[src/rtl/spi_master.sv]
// spi_master: free-running SPI mode-0 master, 8-bit frames sent MSB first.
// A divided spi_clk drives a four-state frame sequencer that loads the
// transmit byte, shifts it out on falling spi_clk events, samples miso on
// rising events, and publishes the received byte at the end of each frame.
// There is no start strobe: a new frame begins every 10 spi_clk periods
// for as long as reset is low.
module spi_master #(
  parameter int DIV_HALF = 1
) (
  input  logic       i_clk,
  input  logic       i_reset,
  output logic       o_spi_clk,
  output logic       o_cs,
  output logic       o_mosi,
  input  logic       i_miso,
  input  logic [7:0] i_data_wr,
  output logic [7:0] o_data_rd,
  output logic [3:0] o_state,
  output logic [3:0] o_count
);

  // The state register is four bits wide so that encodings 4..15 stay
  // visible on the debug port and can be steered back to IDLE.
  typedef enum logic [3:0] {
    ST_IDLE     = 4'd0,
    ST_LOAD     = 4'd1,
    ST_TRANSFER = 4'd2,
    ST_DONE     = 4'd3
  } stateT;

  // The divider needs at least one bit, even when DIV_HALF is 1.
  localparam int DIV_W = (DIV_HALF > 1) ? $clog2(DIV_HALF) : 1;
  localparam logic [DIV_W-1:0] DIV_LAST = DIV_W'(DIV_HALF - 1);

  logic [DIV_W-1:0] r_div;
  logic             r_spiClk;
  stateT            r_state;
  logic             r_cs;
  logic             r_mosi;
  logic [3:0]       r_count;
  logic [6:0]       r_txShift;
  logic [6:0]       r_rxShift;
  logic [7:0]       r_dataRd;

  logic             w_tick;
  logic             w_rise;
  logic             w_fall;
  stateT            w_stateNext;
  logic             w_csNext;
  logic             w_mosiNext;
  logic [3:0]       w_countNext;
  logic [6:0]       w_txNext;
  logic [6:0]       w_rxNext;
  logic [7:0]       w_dataRdNext;

  // A tick is the last system clock of a half period. The clk edge that
  // ends a low half is the "rise" event, and the edge that ends a high
  // half is the "fall" event.
  assign w_tick = (r_div == DIV_LAST);
  assign w_rise = w_tick & ~r_spiClk;
  assign w_fall = w_tick & r_spiClk;

  // Half-period counter; spi_clk toggles each time the counter wraps.
  always_ff @(posedge i_clk) begin
    if (i_reset) begin
      r_div    <= '0;
      r_spiClk <= 1'b0;
    end else if (w_tick) begin
      r_div    <= '0;
      r_spiClk <= ~r_spiClk;
    end else begin
      r_div    <= r_div + 1'b1;
    end
  end

  // Frame sequencer: the state moves only on rise events, while the
  // transmit shifter also acts on fall events during TRANSFER.
  always_comb begin
    w_stateNext  = r_state;
    w_csNext     = r_cs;
    w_mosiNext   = r_mosi;
    w_countNext  = r_count;
    w_txNext     = r_txShift;
    w_rxNext     = r_rxShift;
    w_dataRdNext = r_dataRd;

    case (r_state)
      ST_IDLE: begin
        w_csNext = 1'b1;
        if (w_rise) begin
          // Latch the whole byte now. Bit 7 goes straight onto mosi, so
          // only bits 6..0 need to wait in the shifter.
          w_stateNext = ST_LOAD;
          w_csNext    = 1'b0;
          w_mosiNext  = i_data_wr[7];
          w_txNext    = i_data_wr[6:0];
          w_rxNext    = '0;
          w_countNext = 4'd0;
        end
      end

      ST_LOAD: begin
        if (w_rise) begin
          w_stateNext = ST_TRANSFER;
          w_rxNext    = {6'd0, i_miso};
          w_countNext = 4'd1;
        end
      end

      ST_TRANSFER: begin
        if (w_fall) begin
          w_mosiNext = r_txShift[6];
          w_txNext   = {r_txShift[5:0], 1'b0};
        end
        if (w_rise) begin
          if (r_count < 4'd7) begin
            w_rxNext    = {r_rxShift[5:0], i_miso};
            w_countNext = r_count + 4'd1;
          end else begin
            // The eighth sample completes the byte without passing
            // through the shifter.
            w_dataRdNext = {r_rxShift, i_miso};
            w_countNext  = 4'd8;
            w_csNext     = 1'b1;
            w_mosiNext   = 1'b0;
            w_stateNext  = ST_DONE;
          end
        end
      end

      ST_DONE: begin
        if (w_rise) begin
          w_stateNext = ST_IDLE;
          w_countNext = 4'd0;
        end
      end

      default: begin
        // Unreachable encodings: release the slave at once and return to
        // IDLE on the next rise.
        w_csNext   = 1'b1;
        w_mosiNext = 1'b0;
        if (w_rise) begin
          w_stateNext = ST_IDLE;
        end
      end
    endcase
  end

  // Register every sequencer output so that the pins never glitch.
  always_ff @(posedge i_clk) begin
    if (i_reset) begin
      r_state   <= ST_IDLE;
      r_cs      <= 1'b1;
      r_mosi    <= 1'b0;
      r_count   <= 4'd0;
      r_txShift <= '0;
      r_rxShift <= '0;
      r_dataRd  <= 8'd0;
    end else begin
      r_state   <= w_stateNext;
      r_cs      <= w_csNext;
      r_mosi    <= w_mosiNext;
      r_count   <= w_countNext;
      r_txShift <= w_txNext;
      r_rxShift <= w_rxNext;
      r_dataRd  <= w_dataRdNext;
    end
  end

  assign o_spi_clk = r_spiClk;
  assign o_cs      = r_cs;
  assign o_mosi    = r_mosi;
  assign o_data_rd = r_dataRd;
  assign o_state   = r_state;
  assign o_count   = r_count;

endmodule

[config.mk]
export PLATFORM = sky130hd
export DESIGN_NAME = spi_master
export DESIGN_NICKNAME = d
export VERILOG_FILES = /design/src/rtl/spi_master.sv
export SDC_FILE = /design/constraint.sdc
export NUM_CORES = 1
export LEC_CHECK = 0
export ABC_AREA = 1
export CAP_MARGIN = 20
export CORE_ASPECT_RATIO = 1.75
export CORE_MARGIN = 3
export CORE_UTILIZATION = 35
export DETAILED_ROUTE_END_ITERATION = 16
export GPL_ROUTABILITY_DRIVEN = 0
export HOLD_SLACK_MARGIN = 0.15
export SLEW_MARGIN = 20
export SYNTH_ARGS = -nofsm -noshare
export SYNTH_HDL_FRONTEND = slang
export SYNTH_SLANG_ARGS = --single-unit
[constraint.sdc]
create_clock -name i_clk -period 3.2 [get_ports i_clk]
set_clock_uncertainty 0.05 [all_clocks]
set_input_delay 0.64 -clock i_clk [delete_from_list [all_inputs] [get_ports i_clk]]
set_output_delay 0.64 -clock i_clk [all_outputs]
set_load 0.01 [all_outputs]
==> flow_summary.yaml <==
outcome:
  status: "finished, final reports clean"
yosys:
  synth_warnings: 0
  synth.most_common_cell: "nand2_1"
  synth_edf_count: 0
  syn_inst: 208
  synth_top_family_by_area: "simple AND/OR/NAND/NOR gates"
  synthTopCellsByArea: "dfxtp_1 40%, nand2_1 8.6%, a21oi_1 8.0%"
  ys_seq_area_share_pct: 39.6
  synth_commonest_cells: "37 x nand2_1, 32 x dfxtp_1, 26 x a21oi_1, 26 x inv_1, 21 x o21ai_0"
  synth_compound_area_share_pct: 19.8
  syn_area_per_cell_sq_um: 7.78
  synth_mux_area_share_pct: 0
  yosys.area_share.simple_pct: 23.6
  yosysUniqueCellTypes: 27
  synth_ff_type: "dfxtp_1"
  ys_ff_latch: 32
  synth.top_cell.area_share_pct: 39.6
  async_flop_share_pct: 0
  yosysTopAreaCell: "dfxtp_1"
  synthesis.area_sq_um: 1620
  synthAdderAreaFrac_pct: 4.64
  synth_xor_area_share_pct: 0
cts:
  clk_pin_slew_ns: 0.07
  cts_tree: "built"
  cts_resized: 0
  hold_buffers: 0
  htreeDepth: 2
  cts_setup_buffers: 0
  cts_made_buffers: 5
  clock_path_buffers: 2
  clock_latency_ns: 0.28
  cts_root_buf: "clkbuf_8"
  clock_sinks: 32
timing:
  tightest_slew_ns: 0.652
  slew_violations: 0
  timing_hold_violations_final: 0
  holdWs_ns: 0.395
  fin_crit_sh_pct: 62.1
  max_slew_margin_pct: 56.6
  rsz0062_at_grt: "false"
  setup_viol: 0
  finalSetupTns_ns: 0
  clock.fmax_mhz: 503
  timing.final.crit_period_ns: 1.99
min_path:
  min_delay_path_depth: 2
  hold_start: "o_data_rd[7]"
  min-delay-path-class: "flop to flop"
  min_to: "o_data_rd[7]"
critical_path:
  reg2reg_slack_ns: 1.30
  cp_num_buf_inv: 1
  cp_max_fo: 6
  worstSetupEndpointType: "output port"
  crit_arrival_ns: 1.30
  cp_top_family: "buffers and inverters"
  critPathLaunchType: "flop"
  critical-path-max-stage-delay_ns: 0.58
  cp_cell_sequence: "clkdlybuf4s50_1"
  crit_type: "flop to output port"
  reg2reg_to: "r_rxShift[2]"
  r2r_cells: 6
  r2r-start: "o_state[0]"
  critPathSlowestCell: "clkdlybuf4s50_1"
  worstPathRequired_ns: 2.51
global_route:
  groute.usage.overall_pct: 12.2
  grt_max_degree: 20
  grt_overflow: 0
  grt_first_pass_wirelength_microns: 5290
  grt_pass1_vias: 1218
  antenna_found_initial: 0
floorplan:
  die_area_sq_um: 5510
  start_util_pct: 36.4
  ios: 30
  die_h_microns: 95.9
  core_sq_um: 4440
  die_w_microns: 57.4
  rows: 32
cells_and_area:
  regArea_sq_um: 641
  final_net_count: 254
  antenna_cells: 0
  stdcell_area_sq_um: 2020
  multi_input_area_sq_um: 788
  syn_to_final_growth_pct: 24.9
  n_fill_cell: 476
  layout-drive-gt1-share_pct: 12.2
placement:
  dp.final_hpwl_microns: 2370
  portBuffers: 27
  placed_area_sq_um: 1890
flow_run:
  drv_cap: 0
power_and_ir_drop:
  ir_drop_uv: 272
  p_leak_nw: 0.819
  powerDensity_nw_per_um2: 579
route:
  routed_via_density: 4.72
  vias: 1365
  drtPass1Iterations: 6
  wirelength_microns: 3160
  route.detailed.drc: 0
  ant_nets: 0
  post_drt_wl_per_cell_microns: 10.9
  drt_iter0_drc: 30
-- sequential cells by signal, indices dropped and copies added (netlist names) --
register,flops
o_count,4
o_cs,1
o_data_rd,8
o_mosi,1
o_spi_clk,1
o_state,2
r_div,1
r_rxShift,7
r_txShift,7
-- where the power goes --
| part | leakage, nW | switching, mW | internal [mW] |
|---|---|---|---|
| clock | 0.0645 | 0.148 | 0.275 |
| combinational | 0.493 | 0.173 | 0.117 |
| sequential | 0.261 | 0.0224 | 0.435 |
| total | 0.819 | 0.344 | 0.827 |
-- stage by stage --
step                cells  setup WS (ns)  total power, mW  utilization [%]
floorplan             210           1.64            0.689                -
global placement      281           1.13            0.757             42.6
detailed placement    281           1.08            0.761             42.6
CTS                   289           1.20             1.19             45.5
global route          289           1.07             1.24             45.5
finish                289           1.21             1.17             45.5
-- cell usage in the layout, fill, tap and decap left out, types with 2 or more instances in the layout --
| cell | n |
|---|---|
| dfxtp_1 | 32 |
| clkdlybuf4s50_1 | 27 |
| a21oi_1 | 26 |
| nand3_4 | 2 |
| nand3_2 | 2 |
| nor2_1 | 11 |
| nand2_1 | 37 |
| clkbuf_8 | 7 |
| ha_1 | 6 |
| o21ai_1 | 7 |
| a21oi_2 | 2 |
| inv_2 | 3 |
| inv_1 | 26 |
| nand2_4 | 4 |
| o21ai_0 | 21 |
| nand3_1 | 13 |
| conb_1 | 3 |
-- worst max-delay path by stage --
stage | from | to | slack, ns | cells after the start
2_1_floorplan | o_state[0] | r_rxShift[2] | 1.64 | 9
3_3_place_gp | i_reset | r_txShift[3] | 1.13 | 5
3_5_place_dp | i_reset | o_data_rd[5] | 1.08 | 5
4_1_cts | o_spi_clk | o_spi_clk | 1.20 | 1
5_1_grt | o_state[0] | o_mosi | 1.07 | 8
6_report | o_spi_clk | o_spi_clk | 1.21 | 1
-- per-layer routing --
metal	vias up	part of all wire (%)	GRT usage, %
met2	22	53	22.5
met1	613	41	12.9
met4	0	2.2	5.80
li1	724	-	-
met3	6	3.0	2.55
met5	-	0	0
-- final cells by class --
cell class / count / share of cell area, %
clock inverter: 1 / 1.49
clock buffer: 7 / 4.77
timing repair buffer: 28 / 13.7
multi-input combinational: 139 / 39.0
sequential: 32 / 31.7
inverter: 31 / 6.13
tap: 51 / 3.16
-- cell families after synthesis --
| family | after synthesis |
|---|---|
| other | 1 |
| and+or+nand+nor | 72 |
| adders and majority gates | 6 |
| AOI/OAI and AO/OA | 58 |
| DFF | 32 |
| buffers and inverters | 39 |
(Power assumes the default switching activity.)
